$ cat config.mk
export PLATFORM = sky130hd
export DESIGN_NAME = mult_controller_taint1
export DESIGN_NICKNAME = d
export VERILOG_FILES = /design/src/rtl/mult_controller_taint1.sv
export SDC_FILE = /design/constraint.sdc
export NUM_CORES = 1
export LEC_CHECK = 0
export CAP_MARGIN = 20
export CORE_AREA = 2 2 404 406
export CTS_BUF_LIST = sky130_fd_sc_hd__clkbuf_8 sky130_fd_sc_hd__clkbuf_16
export DETAILED_ROUTE_END_ITERATION = 10
export DIE_AREA = 0 0 406 408
export PLACE_DENSITY_LB_ADDON = 0.08
export SETUP_SLACK_MARGIN = 0.02
export SLEW_MARGIN = 40
export SYNTH_ARGS = -nofsm -noshare
export SYNTH_HDL_FRONTEND = slang
export SYNTH_SLANG_ARGS = --single-unit
$ cat constraint.sdc
create_clock -name clk -period 4.4 [get_ports clk]
set_clock_uncertainty 0.1 [all_clocks]
set_input_delay 1.32 -clock clk [delete_from_list [all_inputs] [get_ports clk]]
set_output_delay 1.32 -clock clk [all_outputs]
set_load 0.05 [all_outputs]
$ cat src/rtl/mult_controller_taint1.sv
// mult_controller_taint1: shift-add sequencing controller for a 1-bit
// taint-tracked sequential multiplier datapath.
//
// `MULT_CONST_TIME_EN` selects the schedule:
//   defined   - every multiplier bit gets an ADD and a SHIFT cycle. Latency
//               does not depend on the operand, and the operand taint never
//               enters ctrl_t.
//   undefined - the ADD cycle is skipped for zero multiplier bits. Each
//               skip/no-skip decision ORs multiplierReg_t into ctrl_t, because
//               the operation timing then depends on the multiplier value.
//
// All strobes are combinational decodes of the registered state. rsload also
// depends on the selected multiplier bit.
module mult_controller_taint1 #(
  parameter int WIDTH = 1024
) (
  input  logic             clk,
  input  logic             rst_n,
  input  logic             start,
  input  logic             start_t,
  input  logic [WIDTH-1:0] multiplierReg,
  input  logic             multiplierReg_t,
  output logic             ready,
  output logic             done,
  output logic             done_t,
  output logic             mrld,
  output logic             mrld_t,
  output logic             mdld,
  output logic             mdld_t,
  output logic             rsclear,
  output logic             rsclear_t,
  output logic             rsload,
  output logic             rsload_t,
  output logic             rsshr,
  output logic             rsshr_t,
  output logic [2:0]       state_dbg
);

  localparam int IW = (WIDTH > 1) ? $clog2(WIDTH) : 1;
  localparam logic [IW-1:0] LAST_IDX = IW'(WIDTH - 1);

  typedef enum logic [2:0] {
    S_IDLE  = 3'd0,
    S_LOAD  = 3'd1,
    S_ADD   = 3'd2,
    S_SHIFT = 3'd3,
    S_DONE  = 3'd4
  } state_e;

  state_e        state_q, state_d;
  logic [IW-1:0] idx_q, idx_d;
  logic          ctrl_t_q, ctrl_t_d;
  logic [IW-1:0] idx_nxt_s;
  logic          mr_bit_s;

  assign idx_nxt_s = idx_q + IW'(1);
  assign mr_bit_s  = multiplierReg[idx_q];

  // Next-state logic: walk the multiplier bits LSB first and stop after bit WIDTH-1.
  always_comb begin
    state_d  = state_q;
    idx_d    = idx_q;
    ctrl_t_d = ctrl_t_q;
    case (state_q)
      S_IDLE: begin
        if (start) begin
          state_d  = S_LOAD;
          idx_d    = '0;
          ctrl_t_d = start_t;
        end else begin
          state_d  = S_IDLE;
        end
      end
      S_LOAD: begin
`ifdef MULT_CONST_TIME_EN
        state_d  = S_ADD;
`else
        // Skipping ADD leaks bit 0 through timing, so the operand taint is absorbed.
        state_d  = mr_bit_s ? S_ADD : S_SHIFT;
        ctrl_t_d = ctrl_t_q | multiplierReg_t;
`endif
      end
      S_ADD: begin
        state_d = S_SHIFT;
      end
      S_SHIFT: begin
        // Test for the last bit before incrementing, so idx never wraps.
        if (idx_q == LAST_IDX) begin
          state_d = S_DONE;
        end else begin
          idx_d = idx_nxt_s;
`ifdef MULT_CONST_TIME_EN
          state_d  = S_ADD;
`else
          state_d  = multiplierReg[idx_nxt_s] ? S_ADD : S_SHIFT;
          ctrl_t_d = ctrl_t_q | multiplierReg_t;
`endif
        end
      end
      S_DONE: begin
        state_d = S_IDLE;
      end
      default: begin
        state_d = S_IDLE;
      end
    endcase
  end

  // State, bit index and control taint registers with synchronous active-low reset.
  always_ff @(posedge clk) begin
    if (!rst_n) begin
      state_q  <= S_IDLE;
      idx_q    <= '0;
      ctrl_t_q <= 1'b0;
    end else begin
      state_q  <= state_d;
      idx_q    <= idx_d;
      ctrl_t_q <= ctrl_t_d;
    end
  end

  // Output decode: one strobe group per state. Every taint follows ctrl_t, and rsload_t also carries the operand taint in ADD.
  always_comb begin
    ready     = 1'b0;
    done      = 1'b0;
    mrld      = 1'b0;
    mdld      = 1'b0;
    rsclear   = 1'b0;
    rsload    = 1'b0;
    rsshr     = 1'b0;
    done_t    = ctrl_t_q;
    mrld_t    = ctrl_t_q;
    mdld_t    = ctrl_t_q;
    rsclear_t = ctrl_t_q;
    rsload_t  = ctrl_t_q;
    rsshr_t   = ctrl_t_q;
    state_dbg = state_q;
    case (state_q)
      S_IDLE: begin
        ready = 1'b1;
      end
      S_LOAD: begin
        mrld    = 1'b1;
        mdld    = 1'b1;
        rsclear = 1'b1;
      end
      S_ADD: begin
        rsload   = mr_bit_s;
        rsload_t = ctrl_t_q | multiplierReg_t;
      end
      S_SHIFT: begin
        rsshr = 1'b1;
      end
      S_DONE: begin
        done = 1'b1;
      end
      default: begin
        ready = 1'b0;
      end
    endcase
  end

endmodule

After elaboration in Yosys (flattened, before gate mapping)
Cells that the tools add are included.

Add/sub/neg operators: 1. Order comparisons: 2. Eq/ne operators: 7. Mux-type cells: 21. Bitwise operators: 1. Reduce and logical (&&, ||, !) cells: 5.

Operators by type and width (count): $lt A10 B11 Y1 const B (2); $bmux W1 S10 (2); $mux W10 (2); $pmux W10 S2 (1); $mux W1 (13); $pmux W3 S4 (1); $add A10 B1 Y10 const B (1); $eq A10 B10 Y1 const B (1); $eq A3 B2 Y1 const B (2); $reduce_and A3 Y1 (2); $ne A2 B2 Y1 const B (2); $eq A3 B1 Y1 const B (1); $eq A3 B3 Y1 const B (1); $logic_not A3 Y1 (1); $mux W3 (1); $pmux W1 S3 (1); $reduce_bool A3 Y1 (1); $reduce_bool A2 Y1 (1); $or A1 B1 Y1 (1).

Register bits: 14. Input port bits: 1029.

Depth between registers and ports, before layout
Depth in word-level cells: 6. Gate-level depth with buffers: 14. Gate-level depth less buffers: 10.

Worst setup path before layout
OpenSTA, ideal clock, no wires.

Path kind: input-to-output. Start point: in multiplierReg[807]. End point: out rsload. Arrival: 3.222 ns. Path slack: -0.242 ns. Stages: 8. Buffers on the path: 0. Cells stage by stage: mux4_2 > mux4_2 > nand2_1 > a21oi_1 > o31ai_1 > a2bb2oi_1 > o2bb2ai_2 > and3_1.

Word-level cells in the longest chain between the ends: 3.

Ends and longest elaborated chain: start, declared (RTL line 21) `input logic [WIDTH-1:0] multiplierReg,`; $bmux W1 S10 (RTL line 57) `assign mr_bit_s = multiplierReg[idx_q];`; $mux W1 (not written as such) (RTL line 57); $mux W1 (RTL line 138) `case (state_q)`; end, declared (RTL line 32) `output logic rsload,`.

No other way between the ends. The select of a mux whose other input is x is not followed.

Worst setup path in the final report
Start point: in multiplierReg[345]. End point: out rsload.

The elaborated chain is that of the path after synthesis.

==> flow_metrics.tcl <==
set metrics [dict create \
    htreeDepth 1 \
    synth-main-ff-cell "dfxtp_1" \
    synth_top_area_frac 0.6030 \
    clock_sink_count 14 \
    fill_cells 17552 \
    hold_viol 0 \
    root_buffer "clkbuf_16" \
    cp-end-kind "output port" \
    numCtsBuffers 3 \
    cp.arrival_ps 3860 \
    worstMarginPinSlew_ps 885.2 \
    p_comb_frac 0.897 \
    wl_per_cell_um 36.42 \
    synth_enable_flop_cells 0 \
    crit_path_max_fanout 2 \
    clockPowerShare 0.060 \
    ys_ff_latch 14 \
    slew_headroom 0.4098 \
    syn_inst 1573 \
    synth.largest_area_cell "mux4_2" \
    syn_to_final_growth_pct 91.73 \
    cts_tree "yes" \
    grt_max_degree 56 \
    drtIter0Drc 1401 \
    avgViaCountPerCell 4.504 \
    core_mm2 0.1617 \
    clock_path_buffers 2 \
    hp-class "register to register" \
    first_pass_iters 7 \
    violations "setup timing" \
    rows 148 \
    min_period_over_period 1.199 \
    rsz0062_at_grt "yes" \
    seqPwrFrac 0.043 \
    grt_usage 0.2143 \
    overflow 0 \
    p_leak_nw 11.96 \
    ant_nets 0 \
    p_switching_mw 1.458 \
    final_max_slew_viol_count 0 \
    synthesis.area_mm2 0.01822 \
    gp_congestion 0.8978 \
    die_w_um 406 \
    switching_share 0.4235 \
    ys_seq_area_frac 0.01538 \
    clock_latency_ps 260 \
    dpl.hpwl_mm 161.4 \
    power.total_mw 3.444 \
    finalCriticalPeriod_ps 5278 \
    crit_type "input pin to output port" \
    cts_hold_buf 0 \
    ios 1045 \
    async_flop_share 0 \
    layout.nets 3881 \
    clock.fmax_ghz 0.1895 \
    drt-total-wl_mm 184.5 \
    timing.setup.tns_ps -891.8 \
    multiInputGateArea_mm2 0.01779 \
    drive_gt1_frac 0.4281 \
    status "finished, violations left" \
    setup_slack_ps -877.8 \
    setup-violations-final 2 \
    cts.clk_slew.worst_paths_ps 50 \
    startpoint_type "input pin" \
    initial_core_util 0.1127 \
    fp.dieH_um 408 \
    p_int_mw 1.985 \
    crit_required_ps 2980 \
    synth_area_per_cell_um2 11.59 \
    regArea_um2 300.3 \
    powerDensity_mw_per_mm2 98.55 \
    synth_area_leaders "mux4_2 (60%), mux2i_1 (8.0%), nand2_1 (3.8%), buf_2 (2.9%), nand3_1 (2.0%)" \
    route.detailed.drc 0 \
    grt_pass1_vias 25311 \
    cap_violations 0 \
    antenna_found_initial 99 \
    grt_first_pass_wirelength_mm 240.4 \
    yosys_warnings 0 \
    io_buffers 1044 \
    ys_types 76 \
    die_area_mm2 0.1656 \
    syn_nets 2603 \
    vias 22814 \
    ir_drop_mv 0.1015 \
]
## cells in the mapped netlist, types with 4 or more instances
master / n
a2111oi_0: 7
a211oi_1: 16
a21oi_1: 39
a221oi_1: 18
a22oi_1: 26
a311oi_1: 13
a31oi_1: 14
a32o_1: 4
a32oi_1: 13
and2_1: 10
and3_1: 13
and4_1: 4
buf_2: 104
buf_4: 35
buf_6: 16
clkbuf_1: 44
dfxtp_1: 14
inv_1: 5
mux2_2: 8
mux2i_1: 146
mux4_2: 488
nand2_1: 185
nand2b_1: 4
nand3_1: 74
nand4_1: 30
nor2_1: 36
nor2b_1: 12
nor3_1: 23
nor4_1: 8
o211ai_1: 23
o21ai_0: 22
o21ai_1: 5
o221ai_1: 18
o22ai_1: 15
o31ai_1: 8
xnor2_1: 8
## routing by layer
metal | up-vias | part of all wire | GRT usage
met5 | - | 0.0013 | 0
met4 | 40 | 0.012 | 0.01993
met3 | 166 | 0.050 | 0.03529
met2 | 889 | 0.52 | 0.3956
met1 | 12160 | 0.42 | 0.2672
li1 | 9559 | - | -
## timing repair
| action | in CTS | in global routing |
|---|---|---|
| gates resized for setup | 988 | 96 |
| setup endpoints to repair | 2 | 2 |
| pin swaps | 96 | 36 |
| cloned | 0 | 0 |
| buffers inserted | 14 | 0 |
## flip-flops by register name, summed over array words and instances (netlist names)
register,count
done_t,1
idx_q,10
state_dbg,3
## cell type report
type	count	share of cell area
multi-input cells	1342	0.5090
repair buffers	1482	0.3980
well taps	2175	0.07788
flip-flops and latches	14	0.008594
diodes	40	0.002865
clock buffers	4	0.002542
inverters	8	0.001110
## power groups by stage
stage	sequential, mW	clock [mW]	combinational, mW
2_1_floorplan	0.153	0	1.25
3_3_place_gp	0.149	0	3.20
3_5_place_dp	0.149	0	3.21
4_1_cts	0.146	0.215	3.14
5_1_grt	0.148	0.223	3.26
6_report	0.146	0.208	3.09
## layout by cell type (no fill, tap or decap), drive strengths merged, types with 10 or more instances in the layout
cell / count
clkdlybuf4s50: 515
buf: 512
mux4: 488
dlygate4sd2: 324
nand2: 186
mux2i: 146
clkdlybuf4s15: 82
nand3: 75
diode: 40
a21oi: 39
clkbuf: 38
nor2: 36
nand4: 30
o21ai: 27
a22oi: 26
o211ai: 24
nor3: 24
a221oi: 18
o221ai: 18
a211oi: 16
dlymetal6s2s: 15
o22ai: 15
a31oi: 14
dfxtp: 14
a311oi: 13
a32oi: 13
and3: 13
nor2b: 12
mux2: 11
and2: 10
xnor2: 10
## worst max-delay path: stages
cell             delay, ps
clkdlybuf4s50_1        500
mux4_2                 550
o22ai_4                150
a21oi_2                 70
a211oi_2               320
o22a_1                 270
o211ai_4               110
o2bb2ai_4              200
and3_4                 210
buf_12                 140
## stage by stage
stage	setup WS [ps]	hold slack [ps]	area, µm²	cells	utilization
detailed placement	-1860	517.6	34550	5021	0.2137
floorplan	-73.32	400.7	18230	1573	-
global route	-906.2	544.4	34910	5051	0.2159
global placement	-1814	499.6	34540	5021	0.2137
finish	-877.8	518.7	34940	5065	0.2162
CTS	-875.7	525.4	34890	5025	0.2158
## cell families (layout without fill, tap and decap cells)
group                    count (synthesis)  count (layout)  synth area share
AND/OR/NAND/NOR                        410             410            0.1050
flip-flops                              14              14           0.01538
AO/OA/AOI/OAI                          272             272            0.1093
adder cells (fa/ha/maj)                  1               1         0.0006864
XOR/XNOR                                14              14          0.009201
buffers and inverters                  217            1494           0.07037
other                                    0              40                 0
multiplexers                           645             645            0.6900
## path summary, 6_finish.rpt
kind	startpoint	end	slack, ps	depth (start not counted)
setup reg to reg	idx_q[1]	state_dbg[0]	-10	15
setup / recovery	multiplierReg[345]	rsload	-880	10
hold / removal	done_t	done_t	520	2
hold reg to reg	done_t	done_t	520	2
No activity file was read; power rests on OpenSTA's default activity.
==> variant (config.mk and constraints unchanged) <==
`WIDTH`: 1024 -> 256.
--- a/src/rtl/mult_controller_taint1.sv
+++ b/src/rtl/mult_controller_taint1.sv
@@ -12,7 +12,7 @@
 // All strobes are combinational decodes of the registered state. rsload also
 // depends on the selected multiplier bit.
 module mult_controller_taint1 #(
-  parameter int WIDTH = 1024
+  parameter int WIDTH = 256
 ) (
   input  logic             clk,
   input  logic             rst_n,
Ports: changed (resized multiplierReg); port bits go from 1045 to 277. No check against the original RTL was run, so the function may have changed too.
==> variant against the unedited design <==
  * The flow still finishes with violations (setup timing)
  * Worst hold slack gained 28 ps
  * Via count down 75%
  * Critical path type unchanged
  * Fmax up 6.8%
  * Count of clock-buffer cells in the layout fell by 1
  * Sequential cell count decreased by 2
  * Routed wire length decreased by 74%
  * Worst setup slack better by 340 ps
  * Total power shrank 65%
  * Final area shrank 67%
  * Area after synthesis is 72% lower
==> variant: results (changes against the unedited design) <==
[run_status]
status=finished with violations
violations=setup timing

[global_route]
grt_pass1_vias=6458  ; -74%
antenna_found_initial=43  ; -57%
grt_pass1_wl_mm=62.1  ; -74%
overflow=0  ; unchanged
track_usage=0.0559  ; -0.158
grt_max_degree=22  ; -61%

[logic_synthesis]
synthFlopType=dfxtp_1
async_flop_share=0  ; unchanged
yosys_warnings=0  ; unchanged
synth.distinct_cells=50  ; -34%
synthTopCellsByCount=mux4_2, mux2i_1, nand2_1
synthTopCellsByArea=mux4_2, mux2i_1, dfxtp_1
syn-num-nets=678  ; -74%
yosysSeqAreaShare=0.0478  ; +0.0325
syn-instance-count=416  ; -74%

[worst_setup_path]
slowest_delay_ps=530  ; -20 ps
worstPathArrival_ps=3520  ; -340 ps
worstPathMaxFanout=2  ; unchanged
slowest_stage=mux4_2
rrSetupSlack_ps=510  ; +520 ps

[place]
place_hpwl_mm=41.8  ; -74%
dp_cells=2932  ; -42%
routabilityCongestion=0.653  ; -27%
portBuffers=276  ; -74%

[cts]
clock_path_buffers=2  ; unchanged
numCtsBuffers=3  ; unchanged
cts_root_buf=clkbuf_16
cts_max_level=1  ; unchanged
clkTransAtPathRegs_ps=50  ; about the same
clkLatencyLatePin_ps=240  ; -20 ps

[power_and_ir_drop]
p_leak_nw=3.45  ; -71%
ir_worst_vdd_uv=78.6  ; -23%

[timing]
tightest_slew_ps=705  ; -180 ps
fin_ws_ps=-540  ; +338 ps
holdWs_ps=547  ; +28.3 ps
setup_tns_ps=-540  ; +352 ps
setup_viol=1  ; -1

[cells_and_area]
drive_gt1_frac=0.495  ; +0.0673
largest_register_ffs=8  ; -2
regMostFlops=idx_q
fin_nets=1018  ; -74%

[routing]
wl_mm=47.3  ; -74%
vias_per_cell=1.92  ; -57%
dr.pass1.iters=4  ; -3
post_drt_wl_per_cell_um=16.1  ; -56%
drtIter0Drc=229  ; -84%

[worst_hold_path]
min_path_type=register to register

==> variant: changes by cell type in the layout (fill, tap and decap cells not counted), sizes merged, moves of 23 or more <==
cell | before | now
o211ai | 24 | 1
nand4 | 30 | 3
clkdlybuf4s50 | 515 | 101
diode | 40 | 17
nand3 | 75 | 7
nand2 | 186 | 29
clkdlybuf4s15 | 82 | 33
mux2i | 146 | 32
dlygate4sd2 | 324 | 55
buf | 512 | 156
mux4 | 488 | 133
a21oi | 39 | 10
==> variant: stage by stage <==
stage	util	setup slack, ps	total power (W)	instance area (sq um)
after detailed placement	0.0703	-1480	0.00109	11400
after floorplan	-	57.5	0.000526	5030
final	0.0723	-540	0.00121	11700
after CTS	0.0715	-647	0.00126	11600
after global placement	0.0703	-1640	0.00110	11400
after global routing	0.0722	-635	0.00129	11700
==> variant: where the power goes <==
part           internal (W)  switching [W]
registers          0.000113      0.0000194
clock network      0.000120      0.0000537
logic              0.000479       0.000423
total              0.000712       0.000496
==> variant: critical path: cells and delay by family <==
family	cells	cell delay (ps)
AO/OA/AOI/OAI	1	100
AND/OR/NAND/NOR	4	680
buffers and inverters	2	390
multiplexers	2	1010
==> variant: kinds of logic after synthesis <==
| family | synth area share |
|---|---|
| xor gates and xnor gates | 0.0137 |
| and+or+nand+nor | 0.0994 |
| adders and majority gates | 0.00249 |
| buffers and inverters | 0.0643 |
| muxes | 0.676 |
| AOI/OAI and AO/OA | 0.0964 |
| DFF | 0.0478 |
==> variant: per-layer routing <==
| layer | up-vias | global-route usage | part of all wire | wire [um] |
|---|---|---|---|---|
| li1 | 2535 | - | - | - |
| met2 | 164 | 0.102 | 0.52 | 24500 |
| met1 | 2885 | 0.0680 | 0.42 | 19700 |
| met4 | 36 | 0.00256 | 0.0046 | 218 |
| met5 | - | 0 | 0.0048 | 228 |
| met3 | 48 | 0.0148 | 0.058 | 2730 |
==> variant: final timing paths <==
kind | to | start | depth (start not counted)
min reg2reg | idx_q[7] | idx_q[7] | 2
min | idx_q[7] | idx_q[7] | 2
max | rsload | multiplierReg[25] | 9
max reg2reg | state_dbg[0] | idx_q[1] | 10
==> variant: repair_timing <==
action                     in CTS  in global routing
pin swaps                      32                 30
setup endpoints to repair       1                  1
buffers inserted                1                  0
gates resized for setup       338                105
==> variant: cell type report <==
cell class	count	area, sq um
fill	18900	150000
multi-input combinational	346	4960
timing repair buffer	388	3610
tap	2175	2720
sequential	12	251
clock buffer	3	75.1
antenna	17	42.5
inverter	5	18.8
clock inverter	1	3.75
